## src/rtl/disp_pkg.sv

```systemverilog
// Shared constants for the 3-digit multiplexed 7-segment display controller.
//   NUM_DIGITS   : number of scanned digits
//   SEG_*        : active-high segment patterns, bit order {g,f,e,d,c,b,a}
//   slot_state_t : per-slot phase (blanking dead-time vs. digit on)
package disp_pkg;

    localparam int NUM_DIGITS = 3;

    localparam logic [6:0] SEG_0     = 7'b0111111;
    localparam logic [6:0] SEG_1     = 7'b0000110;
    localparam logic [6:0] SEG_2     = 7'b1011011;
    localparam logic [6:0] SEG_3     = 7'b1001111;
    localparam logic [6:0] SEG_4     = 7'b1100110;
    localparam logic [6:0] SEG_5     = 7'b1101101;
    localparam logic [6:0] SEG_6     = 7'b1111101;
    localparam logic [6:0] SEG_7     = 7'b0000111;
    localparam logic [6:0] SEG_8     = 7'b1111111;
    localparam logic [6:0] SEG_9     = 7'b1101111;
    localparam logic [6:0] SEG_DASH  = 7'b1000000;
    localparam logic [6:0] SEG_BLANK = 7'b0000000;

    typedef enum logic {
        ST_BLANK = 1'b0,
        ST_ON    = 1'b1
    } slot_state_t;

endpackage

```

## src/rtl/display_scan_ctrl_if.sv

```systemverilog
// Bundle between the display controller and its user.
//   load/digits/lz_en                 : value capture and leading-zero control
//   transistor/d7sp/busy/frame_tick   : pin drives and status
// master = user side, slave = controller side.
interface display_scan_ctrl_if;
    logic        load;
    logic [11:0] digits;
    logic        lz_en;
    logic [2:0]  transistor;
    logic [6:0]  d7sp;
    logic        busy;
    logic        frame_tick;

    modport master (
        output load, digits, lz_en,
        input  transistor, d7sp, busy, frame_tick
    );

    modport slave (
        input  load, digits, lz_en,
        output transistor, d7sp, busy, frame_tick
    );
endinterface

```

## src/rtl/bcd_to_7seg.sv

```systemverilog
// Combinational BCD to 7-segment decoder.
//   code : 4-bit digit code
//   seg  : active-high {g,f,e,d,c,b,a}; codes 10..15 show a dash
module bcd_to_7seg
    import disp_pkg::*;
(
    input  logic [3:0] code,
    output logic [6:0] seg
);
    always_comb begin
        seg = SEG_DASH;
        case (code)
            4'd0: seg = SEG_0;
            4'd1: seg = SEG_1;
            4'd2: seg = SEG_2;
            4'd3: seg = SEG_3;
            4'd4: seg = SEG_4;
            4'd5: seg = SEG_5;
            4'd6: seg = SEG_6;
            4'd7: seg = SEG_7;
            4'd8: seg = SEG_8;
            4'd9: seg = SEG_9;
            default: seg = SEG_DASH;
        endcase
    end
endmodule

```

## src/rtl/display_scan_ctrl.sv

```systemverilog
// Time-multiplexed scan controller for a 3-digit 7-segment display.
// Scans units -> tens -> hundreds, SCAN_DIV cycles per digit, the first DEAD
// cycles of each slot blanked. New values are latched into a pending buffer
// and only promoted to the displayed value at the frame boundary.
//   clk, rst : clock, synchronous active-high reset
//   bus      : slave side of display_scan_ctrl_if (load/digits/lz_en in,
//              transistor/d7sp/busy/frame_tick out, all outputs registered)
module display_scan_ctrl
    import disp_pkg::*;
#(
    parameter int SCAN_DIV = 1024,
    parameter int DEAD     = 4
) (
    input logic                clk,
    input logic                rst,
    display_scan_ctrl_if.slave bus
);
    localparam int CNT_W = (SCAN_DIV > 1) ? $clog2(SCAN_DIV) : 1;
    localparam slot_state_t ST_RESET = (DEAD > 0) ? ST_BLANK : ST_ON;

    logic [CNT_W-1:0] cnt, cnt_n;
    logic [1:0]       idx, idx_n;
    logic [11:0]      active, pending;
    logic             pending_valid;
    slot_state_t      state, state_n;

    logic             cnt_last, boundary;
    logic [3:0]       code;
    logic [6:0]       seg;
    logic             lz_blank;
    logic [2:0]       transistor_n;
    logic [6:0]       d7sp_n;

    assign cnt_last = (cnt == CNT_W'(SCAN_DIV - 1));
    assign boundary = cnt_last && (idx == 2'd2);
    assign cnt_n    = cnt_last ? '0 : cnt + CNT_W'(1);
    assign idx_n    = !cnt_last ? idx : (idx == 2'd2) ? 2'd0 : idx + 2'd1;

    bcd_to_7seg u_dec (
        .code (code),
        .seg  (seg)
    );

    // state tracks the phase of the current cnt value, so it is computed
    // from the count the slot counter is about to take.
    always_ff @(posedge clk) begin
        if (rst) state <= ST_RESET;
        else     state <= state_n;
    end

    always_comb begin
        state_n      = (int'(cnt_n) < DEAD) ? ST_BLANK : ST_ON;
        code         = active[3:0];
        lz_blank     = 1'b0;
        transistor_n = 3'b000;
        d7sp_n       = SEG_BLANK;
        case (idx)
            2'd1:    code = active[7:4];
            2'd2:    code = active[11:8];
            default: code = active[3:0];
        endcase
        // Suppress leading zeros from the hundreds digit downward; units always shown.
        if (bus.lz_en) begin
            if (idx == 2'd2)
                lz_blank = (active[11:8] == 4'd0);
            else if (idx == 2'd1)
                lz_blank = (active[11:8] == 4'd0) && (active[7:4] == 4'd0);
        end
        if (state == ST_ON) begin
            transistor_n = 3'(1) << idx;
            d7sp_n       = lz_blank ? SEG_BLANK : seg;
        end
    end

    // Scan position and value buffers.
    always_ff @(posedge clk) begin
        if (rst) begin
            cnt           <= '0;
            idx           <= '0;
            active        <= '0;
            pending       <= '0;
            pending_valid <= 1'b0;
        end else begin
            cnt <= cnt_n;
            idx <= idx_n;
            if (boundary) begin
                // A load landing on the boundary bypasses the pending buffer.
                if (bus.load)           active <= bus.digits;
                else if (pending_valid) active <= pending;
                pending_valid <= 1'b0;
            end else if (bus.load) begin
                pending       <= bus.digits;
                pending_valid <= 1'b1;
            end
        end
    end

    // Registered pin drives; frame_tick lands in the first cycle of the new frame.
    always_ff @(posedge clk) begin
        if (rst) begin
            bus.transistor <= '0;
            bus.d7sp       <= '0;
            bus.frame_tick <= 1'b0;
        end else begin
            bus.transistor <= transistor_n;
            bus.d7sp       <= d7sp_n;
            bus.frame_tick <= boundary;
        end
    end

    assign bus.busy = pending_valid;

endmodule

```

## src/flat_wrapper.sv

```systemverilog
// flat-port wrapper written by rule: the top's interface ports become plain ports
module display_scan_ctrl_flat import disp_pkg::*;
#(
    parameter int SCAN_DIV = 1024,
    parameter int DEAD     = 4
)
  (clk, rst, bus_load, bus_digits, bus_lz_en, bus_transistor, bus_d7sp, bus_busy, bus_frame_tick);
  display_scan_ctrl_if bus_i ();
  input logic clk;
  input logic rst;
  input wire logic [$bits(bus_i.load)-1:0] bus_load;
  input wire logic [$bits(bus_i.digits)-1:0] bus_digits;
  input wire logic [$bits(bus_i.lz_en)-1:0] bus_lz_en;
  output wire logic [$bits(bus_i.transistor)-1:0] bus_transistor;
  output wire logic [$bits(bus_i.d7sp)-1:0] bus_d7sp;
  output wire logic [$bits(bus_i.busy)-1:0] bus_busy;
  output wire logic [$bits(bus_i.frame_tick)-1:0] bus_frame_tick;
  assign bus_i.load = bus_load;
  assign bus_i.digits = bus_digits;
  assign bus_i.lz_en = bus_lz_en;
  assign bus_transistor = bus_i.transistor;
  assign bus_d7sp = bus_i.d7sp;
  assign bus_busy = bus_i.busy;
  assign bus_frame_tick = bus_i.frame_tick;
  display_scan_ctrl #(.SCAN_DIV(SCAN_DIV), .DEAD(DEAD)) u_core (.clk(clk), .rst(rst), .bus(bus_i));
endmodule
```

## config.mk

```make
export PLATFORM = sky130hd
export DESIGN_NAME = display_scan_ctrl_flat
export DESIGN_NICKNAME = d
export VERILOG_FILES = /design/src/rtl/disp_pkg.sv /design/src/rtl/display_scan_ctrl_if.sv /design/src/rtl/bcd_to_7seg.sv /design/src/rtl/display_scan_ctrl.sv /design/src/flat_wrapper.sv
export SDC_FILE = /design/constraint.sdc
export NUM_CORES = 1
export LEC_CHECK = 0
export BUFFER_PORTS_ARGS = -buffer_cell sky130_fd_sc_hd__buf_2
export CELL_PAD_IN_SITES_DETAIL_PLACEMENT = 1
export CELL_PAD_IN_SITES_GLOBAL_PLACEMENT = 1
export CORE_ASPECT_RATIO = 1.1
export CORE_MARGIN = 5
export CORE_UTILIZATION = 44
export DETAILED_ROUTE_END_ITERATION = 10
export PLACE_DENSITY_LB_ADDON = 0.25
export SETUP_SLACK_MARGIN = 0.4
export SYNTH_ARGS = -nofsm -noshare
export SYNTH_HDL_FRONTEND = slang
export SYNTH_SLANG_ARGS = --single-unit
```

## constraint.sdc

```tcl
create_clock -name clk -period 3.1 [get_ports clk]
set_clock_uncertainty 0.15 [all_clocks]
set_input_delay 0.31 -clock clk [delete_from_list [all_inputs] [get_ports clk]]
set_output_delay 0.31 -clock clk [all_outputs]
set_load 0.02 [all_outputs]
```

==> results by group, run 1 <==
Outcome
  – Outcome: completed

Power
  – Tot Pwr: 1.21 mW
  – Clock Power Share: 0.388
  – PD cells: 454 nW/um^2
  – Cell Int Power: 0.950 mW
  – Sw frac: 0.216
  – Combinational power share: 0.071
  – Sequential share of power: 0.541
  – Pleak: 1.10 nW
  – Switching power: 0.262 mW
  – VDD IR max: 0.261 mV

Clock tree
  – Post-CTS Hold Fix Bufs: 0
  – Clk sinks: 49
  – Post-CTS sizing: 0
  – TritonCTS clock tree: built
  – Total CTS buffers: 5
  – Total setup buffers inserted after CTS: 0
  – CTS Buffer Depth: 2
  – H-tree Lvls: 2
  – Clock Latency Late Sink: 300 ps
  – CTS clk-pin slew, worst paths: 90 ps
  – Root buf cell: clkbuf_8

Cells and area
  – Synthesis-to-finish area growth: 13.0%
  – Number of diodes: 0
  – Nets: 311
  – Fin cells: 360
  – Layout cells sized above 1: 0.270

Setup path
  – Crit path from: u_core.idx[0]
  – Worst Path Required: 3180 ps
  – R2R Path Start: u_core.idx[0]
  – Worst r2r dst: u_core.bus.d7sp[0]
  – CP Class: flop to flop
  – CP endpoint kind: flop
  – Worst setup path end: u_core.bus.d7sp[0]
  – Critical path fanouts, max: 10
  – WP data arrival: 2480 ps
  – Reg2Reg Setup Slack: 700 ps
  – R2R depth: 8
  – Startpoint types: flop

Timing
  – Relative slew slack: 0.345
  – RSZ-0062 raised after global routing: false
  – Final hold violations: 0
  – Sum Neg Setup Slack: 0 ps
  – Final setup fails: 0
  – Final min period: 2400 ps
  – Pins over their slew limit: 0
  – Maximum clock frequency: 0.417 GHz
  – Fin crit share: 0.773
  – Worst-Margin Slew: 976 ps

Die
  – Chip Width: 79.8 um
  – Placeable core area: 5290 sq um
  – Die area: 6930 sq um
  – I/O pin count: 28
  – Die height: 86.8 um
  – Starting Density: 0.446
  – Num rows: 28

Synthesis
  – Post-Syn Area: 2360 sq um
  – Post-synth top area share: 0.415
  – Largest family of logic cells by synthesized area: simple AND/OR/NAND/NOR gates
  – Post-Syn Instances: 262
  – Post-synthesis sequential area ratio: 0.415
  – Fraction of the mapped netlist area in adder cells: 0.0583
  – Synth unique cells: 43
  – Xor/xnor share of the synthesized area: 0.0223
  – Synth top area cells: dfxtp_1 42%, ha_1 5.8%, mux2_2 5.7%, nor2_1 5.6%, mux2i_1 5.5%
  – Post-synthesis mux area share: 0.112
  – Area leader, netlist: dfxtp_1
  – Syn avg cell area: 9.01 sq um
  – Synth Warn #: 0
  – Compound-Gate Fraction of Synth Area: 0.136
  – Mapped Nets: 289
  – Post-synthesis register bit count: 49
  – Post-Synth Simple-Gate Area: 0.215

Drt
  – DR iter-0 viols: 46
  – Final routed DRC violation total: 0
  – DRT Pass-1 Iters: 4
  – Routed via count: 1869
  – Avg WL per Cell: 14.0 um
  – Drt total wl: 5020 um
  – Post-DRT Antenna Nets: 0
  – Vias per cell: 5.19

Placed design
  – Port bufs: 27
  – Gpl congestion: 0.746
  – Placed Cells: 352
  – DP Wirelength: 3650 um

Hold path
  – Worst hold path depth: 3
  – Worst Hold Class: input pin to flop

Global route
  – GRT overflow: 0
  – First-pass GRT wire length: 8540 um
  – Initial antenna violation count: 0
  – Pin count of the biggest net entering global routing: 40
  – Vias in the first global route: 1889
  – GRT Overall Usage: 0.155

Flow run
  – Max cap viols: 0
flip-flops by register name, summed over array words and instances (netlist names):
register and flops:
u_core.idx 2, u_core.pending 12, u_core.cnt 10, u_core.bus.frame_tick 1
u_core.state 1, u_core.bus.transistor 3, u_core.bus.busy 1, u_core.bus.d7sp 7
u_core.active 12
cell families (layout without fill, tap and decap cells):
group,Yosys count,in the layout
flip-flops,49,49
AO/OA/AOI/OAI,47,47
multiplexers,25,25
adder cells (fa/ha/maj),11,11
buffers and inverters,21,44
XOR/XNOR,6,6
AND/OR/NAND/NOR,103,103
power groups by stage:
| stage | Combinational [mW] | Sequential (mW) | Clock, mW |
|---|---|---|---|
| floorplan | 0.0558 | 0.674 | 0 |
| global placement | 0.0859 | 0.670 | 0 |
| finish | 0.0864 | 0.656 | 0.470 |
| CTS | 0.0872 | 0.656 | 0.488 |
| detailed placement | 0.0867 | 0.671 | 0 |
| global route | 0.0946 | 0.659 | 0.518 |
placed cells by master (no fill, tap or decap), types with 2 or more instances in the layout:
cell,netlist,layout
a211oi_1,2,2
a21o_1,2,2
a21oi_1,17,16
a21oi_2,10,11
a22oi_1,3,3
and3_1,2,2
buf_2,4,27
buf_4,1,4
clkbuf_8,0,6
dfxtp_1,49,49
ha_1,11,11
inv_1,5,5
mux2_2,12,12
mux2i_1,13,13
nand2_1,22,22
nand2_2,10,10
nand2b_1,3,3
nand3_1,6,6
nand4_1,2,2
nor2_1,35,35
nor3_1,9,9
nor4_1,3,3
o211ai_1,2,2
o21ai_0,4,3
or3_1,4,4
xnor2_1,4,4
xor2_1,2,2
critical path: stages (launching register included):
cell and delay [ps]:
dfxtp_1 360, inv_1 140, ha_1 380, a22oi_1 150, a21oi_2 300, inv_1 140, ha_1 210, or3_1 360
a21oi_1 150
cell usage after synthesis, drive strengths merged:
cell type	number
nor2	35
and4	1
a22oi	3
inv	5
mux2i	13
a22o	1
nand3b	1
mux2	12
nand4	3
nand2	32
a31o	1
a211oi	2
a21o	2
xor2	2
and3b	1
nand2b	3
buf	7
a221oi	1
o211ai	2
o211a	1
a31oi	1
a21boi	1
and3	2
nor3	10
ha	11
xnor2	4
nand3	6
or3	4
and2	1
dfxtp	49
o21ai	4
nor3b	1
nor4	3
a21oi	27
clkbuf	9
o21bai	1
final cells by class:
cell class / count / area (sq um)
Tap cell: 75 / 93.8
Clock inverter: 1 / 30.0
Timing Repair Buffer: 31 / 165
Multi-Input combinational cell: 192 / 1290
Sequential cell: 49 / 981
Clock buffer: 7 / 86.3
Fill cell: 627 / 2620
Inverter: 5 / 18.8
metal layers:
| metal | share of wire | wire (um) | GRT usage | up-vias |
|---|---|---|---|---|
| met1 | 0.49 | 2440 | 0.192 | 893 |
| met2 | 0.47 | 2370 | 0.267 | 25 |
| met5 | 0 | 0 | 0 | - |
| met4 | 0.011 | 57 | 0.0461 | 0 |
| met3 | 0.031 | 156 | 0.0374 | 5 |
| li1 | - | - | - | 946 |
per-stage QoR:
stage | area, sq um | util | hold WS, ps | setup WS [ps]
CTS | 2660 | 0.503 | 99.5 | 434
global placement | 2540 | 0.481 | 297 | 615
finish | 2670 | 0.504 | 106 | 704
detailed placement | 2540 | 0.481 | 312 | 465
global route | 2670 | 0.504 | 111 | 525
floorplan | 2360 | - | 279 | 721
worst min path at each step:
stage | from | slack (ps) | endpoint
floorplan | u_core.active[0] | 280 | u_core.active[0]
global placement | u_core.active[0] | 300 | u_core.active[0]
detailed placement | u_core.active[1] | 310 | u_core.active[1]
CTS | bus_digits[11] | 100 | u_core.pending[11]
global route | bus_digits[5] | 110 | u_core.pending[5]
finish | bus_digits[8] | 110 | u_core.pending[8]
No activity file was read; power rests on OpenSTA's default activity.
==> inputs of run 2 (changes only) <==
Settings changed: ABC_AREA set to 1, CORE_UTILIZATION 44 to 41.
Clock period 3.1 ns to 2.45 ns, I/O delays scaled along.
==> run 2 against run 1 <==
Compared with the run above: flip-flop and latch count stayed put; hold slack worse by 62 ps; highest routed layer unchanged; die area is 3.2% higher; critical path depth is 5 higher; synthesized cell count is 23% higher; count of clock-buffer cells in the layout stayed put; utilization hardly changed.
==> results by group, run 2 <==
Synthesis
  – Post-synthesis sequential area ratio: 0.430
  – Count leader, synth: nand2_1
  – Synth top area cells: dfxtp_1 43%, nand2_1 18%, a21oi_1 7.7%, ha_1 6.0%, nand3_1 4.8%
  – Post-Syn Instances: 321
  – Post-synth top area share: 0.430
  – Post-synthesis register bit count: 49
  – Primary FF master, synth: dfxtp_1
  – Area leader, netlist: dfxtp_1
  – Post-Syn Area: 2280 sq um
  – EDFF count, synth: 0
  – Mapped Nets: 348
  – Synth cell count leaders: 108 x nand2_1, 49 x dfxtp_1, 35 x a21oi_1, 24 x inv_1, 23 x nor2_1
  – Asr flop ratio synth: 0
  – Synth Warn #: 0
  – Synth unique cells: 26
  – Syn avg cell area: 7.10 sq um

Global route
  – Met3 Resource Use GR: 0.0350
  – Met2 Use GR: 0.310
  – Initial antenna violation count: 0
  – GRT Overall Usage: 0.170
  – First-pass GRT wire length: 9470 um
  – Vias in the first global route: 2116
  – GRT overflow: 0
  – Pin count of the biggest net entering global routing: 31
  – GR peak layer: met2
  – GR Layer Usage met1: 0.195

Clock tree
  – H-tree Lvls: 2
  – CTS clk-pin slew, worst paths: 90 ps
  – TritonCTS clock tree: built
  – Total CTS buffers: 5
  – Clk sinks: 49
  – CTS Buffer Depth: 2
  – Clock Latency Late Sink: 300 ps
  – Root buf cell: clkbuf_8

Drt
  – DRT Pass-1 Iters: 4
  – Post-DRT Antenna Nets: 0
  – Routed via count: 2131
  – DR iter-0 viols: 68
  – Drt total wl: 5740 um
  – Vias per cell: 4.88
  – Final routed DRC violation total: 0
  – Avg WL per Cell: 13.1 um

Setup path
  – R2R depth: 13
  – Critical path fanouts, max: 5
  – Worst setup path end: u_core.bus.d7sp[0]
  – Reg2Reg Setup Slack: 500 ps
  – Crit path from: u_core.idx[0]
  – WP data arrival: 1980 ps
  – CP Class: flop to flop
  – Startpoint types: flop
  – CP endpoint kind: flop
  – Worst Path Required: 2480 ps
  – Worst r2r dst: u_core.bus.d7sp[0]
  – R2R Path Start: u_core.idx[0]

Die
  – Die area: 7150 sq um
  – Starting Density: 0.423
  – I/O pin count: 28
  – Die height: 88.2 um
  – Placeable core area: 5400 sq um
  – Chip Width: 81.1 um
  – Num rows: 28

Placed design
  – DP Wirelength: 4030 um
  – Gpl congestion: 0.737
  – Dpl ws: 330 ps
  – Port bufs: 27

Cells and area
  – Nets: 388
  – Number of diodes: 0
  – Layout cells sized above 1: 0.210
  – Most frequent cells in the layout: 108 x nand2_1, 47 x dfxtp_1, 32 x a21oi_1
  – Synthesis-to-finish area growth: 19.4%
  – Top flop regs: u_core.active: 12 flops, u_core.pending: 12 flops, u_core.cnt: 10 flops
  – Commonest non-fill, non-tap cell in the layout: nand2_1

Power
  – Pleak: 1.21 nW
  – VDD IR max: 0.269 mV
  – PD cells: 517 nW/um^2

Timing
  – Worst-Margin Slew: 365 ps
  – Maximum clock frequency: 0.512 GHz
  – Pins over their slew limit: 0
  – Final min period: 1950 ps
  – RSZ-0062 raised after global routing: false
  – Fin crit share: 0.797
  – Final WS setup: 498 ps
  – Final setup fails: 0
  – Sum Neg Setup Slack: 0 ps
  – Final hold violations: 0
  – Relative slew slack: 0.756

Flow run
  – Max cap viols: 0

Hold path
  – Worst Hold Class: input pin to flop
  – Worst hold path depth: 3

Outcome
  – Outcome: completed
## run 2: cell types whose count changed in the layout (fill, tap and decap cells not counted), sizes merged, moves of 8 or more
cell	previous run	this run
a21oi	27	35
buf	31	42
inv	5	26
mux2	12	0
mux2i	13	0
nand2	32	111
nand3	6	22
nor2	35	26
o21ai	4	16
## run 2: per-layer routing
| metal | vias up | wire length (um) |
|---|---|---|
| li1 | 1109 | - |
| met1 | 983 | 2610 |
| met2 | 33 | 2900 |
| met3 | 6 | 166 |
| met4 | 0 | 68 |
| met5 | - | 0 |
## run 2: worst min-delay path by stage
| stage | slack, ps | from | end |
|---|---|---|---|
| final | 40 | bus_digits[7] | u_core.pending[7] |
| after global routing | 40 | bus_digits[10] | u_core.pending[10] |
| after CTS | 40 | bus_digits[8] | u_core.pending[8] |
| after detailed placement | 300 | u_core.idx[1] | u_core.bus.transistor[0] |
| after global placement | 290 | u_core.idx[1] | u_core.bus.transistor[1] |
| after floorplan | 240 | bus_digits[1] | u_core.pending[1] |
## run 2: layout make-up
type                            count  area, sq um
Fill cell                         749         2670
Multi-Input combinational cell    235         1200
Sequential cell                    49          986
Timing Repair Buffer               42          248
Inverter                           27          106
Tap cell                           75         93.8
Clock buffer                        7         76.3
Clock inverter                      1         7.51
Timing Repair inverter              1         7.51
## run 2: critical path: stages (launching register included)
cell     delay, ps
dfxtp_4        390
inv_4           50
ha_4           290
inv_2           40
a21oi_2         80
o21ai_1         70
o21ai_1        100
buf_4          160
ha_2           160
inv_1           40
nand2_1         70
o21ai_1         80
nand2_1        100
a21oi_2         50
## run 2: repair_timing
| action | 4_1_cts | 5_1_grt |
|---|---|---|
| endpoints found under the setup margin | 4 | 14 |
| hold buffers | 0 | 0 |
| gates cloned | 0 | 1 |
| buffers inserted | 3 | 5 |
| gates resized for setup | 2 | 20 |
| pin swaps | 1 | 8 |
## run 2: logic make-up after synthesis
kind of cell             count (synthesis)  synth area share
AO/OA/AOI/OAI                           54             0.123
XOR/XNOR                                 1           0.00384
adder cells (fa/ha/maj)                 11            0.0604
buffers and inverters                   37            0.0697
flip-flops                              49             0.430
AND/OR/NAND/NOR                        169             0.313
## run 2: where the power goes
group          total (mW)  internal, mW  switching (mW)
registers           0.827         0.816          0.0108
logic               0.113        0.0399          0.0731
clock network       0.467         0.202           0.265
## run 2: through the flow
stage,std cells,total power [mW],hold WS [ps],cell area [sq um],utilization
final,437,1.41,44.8,2720,0.505
after global routing,437,1.48,39.5,2720,0.505
after CTS,431,1.43,35.2,2630,0.488
after detailed placement,420,0.958,302,2520,0.467
after global placement,420,0.954,295,2520,0.467
after floorplan,321,0.914,243,2290,-
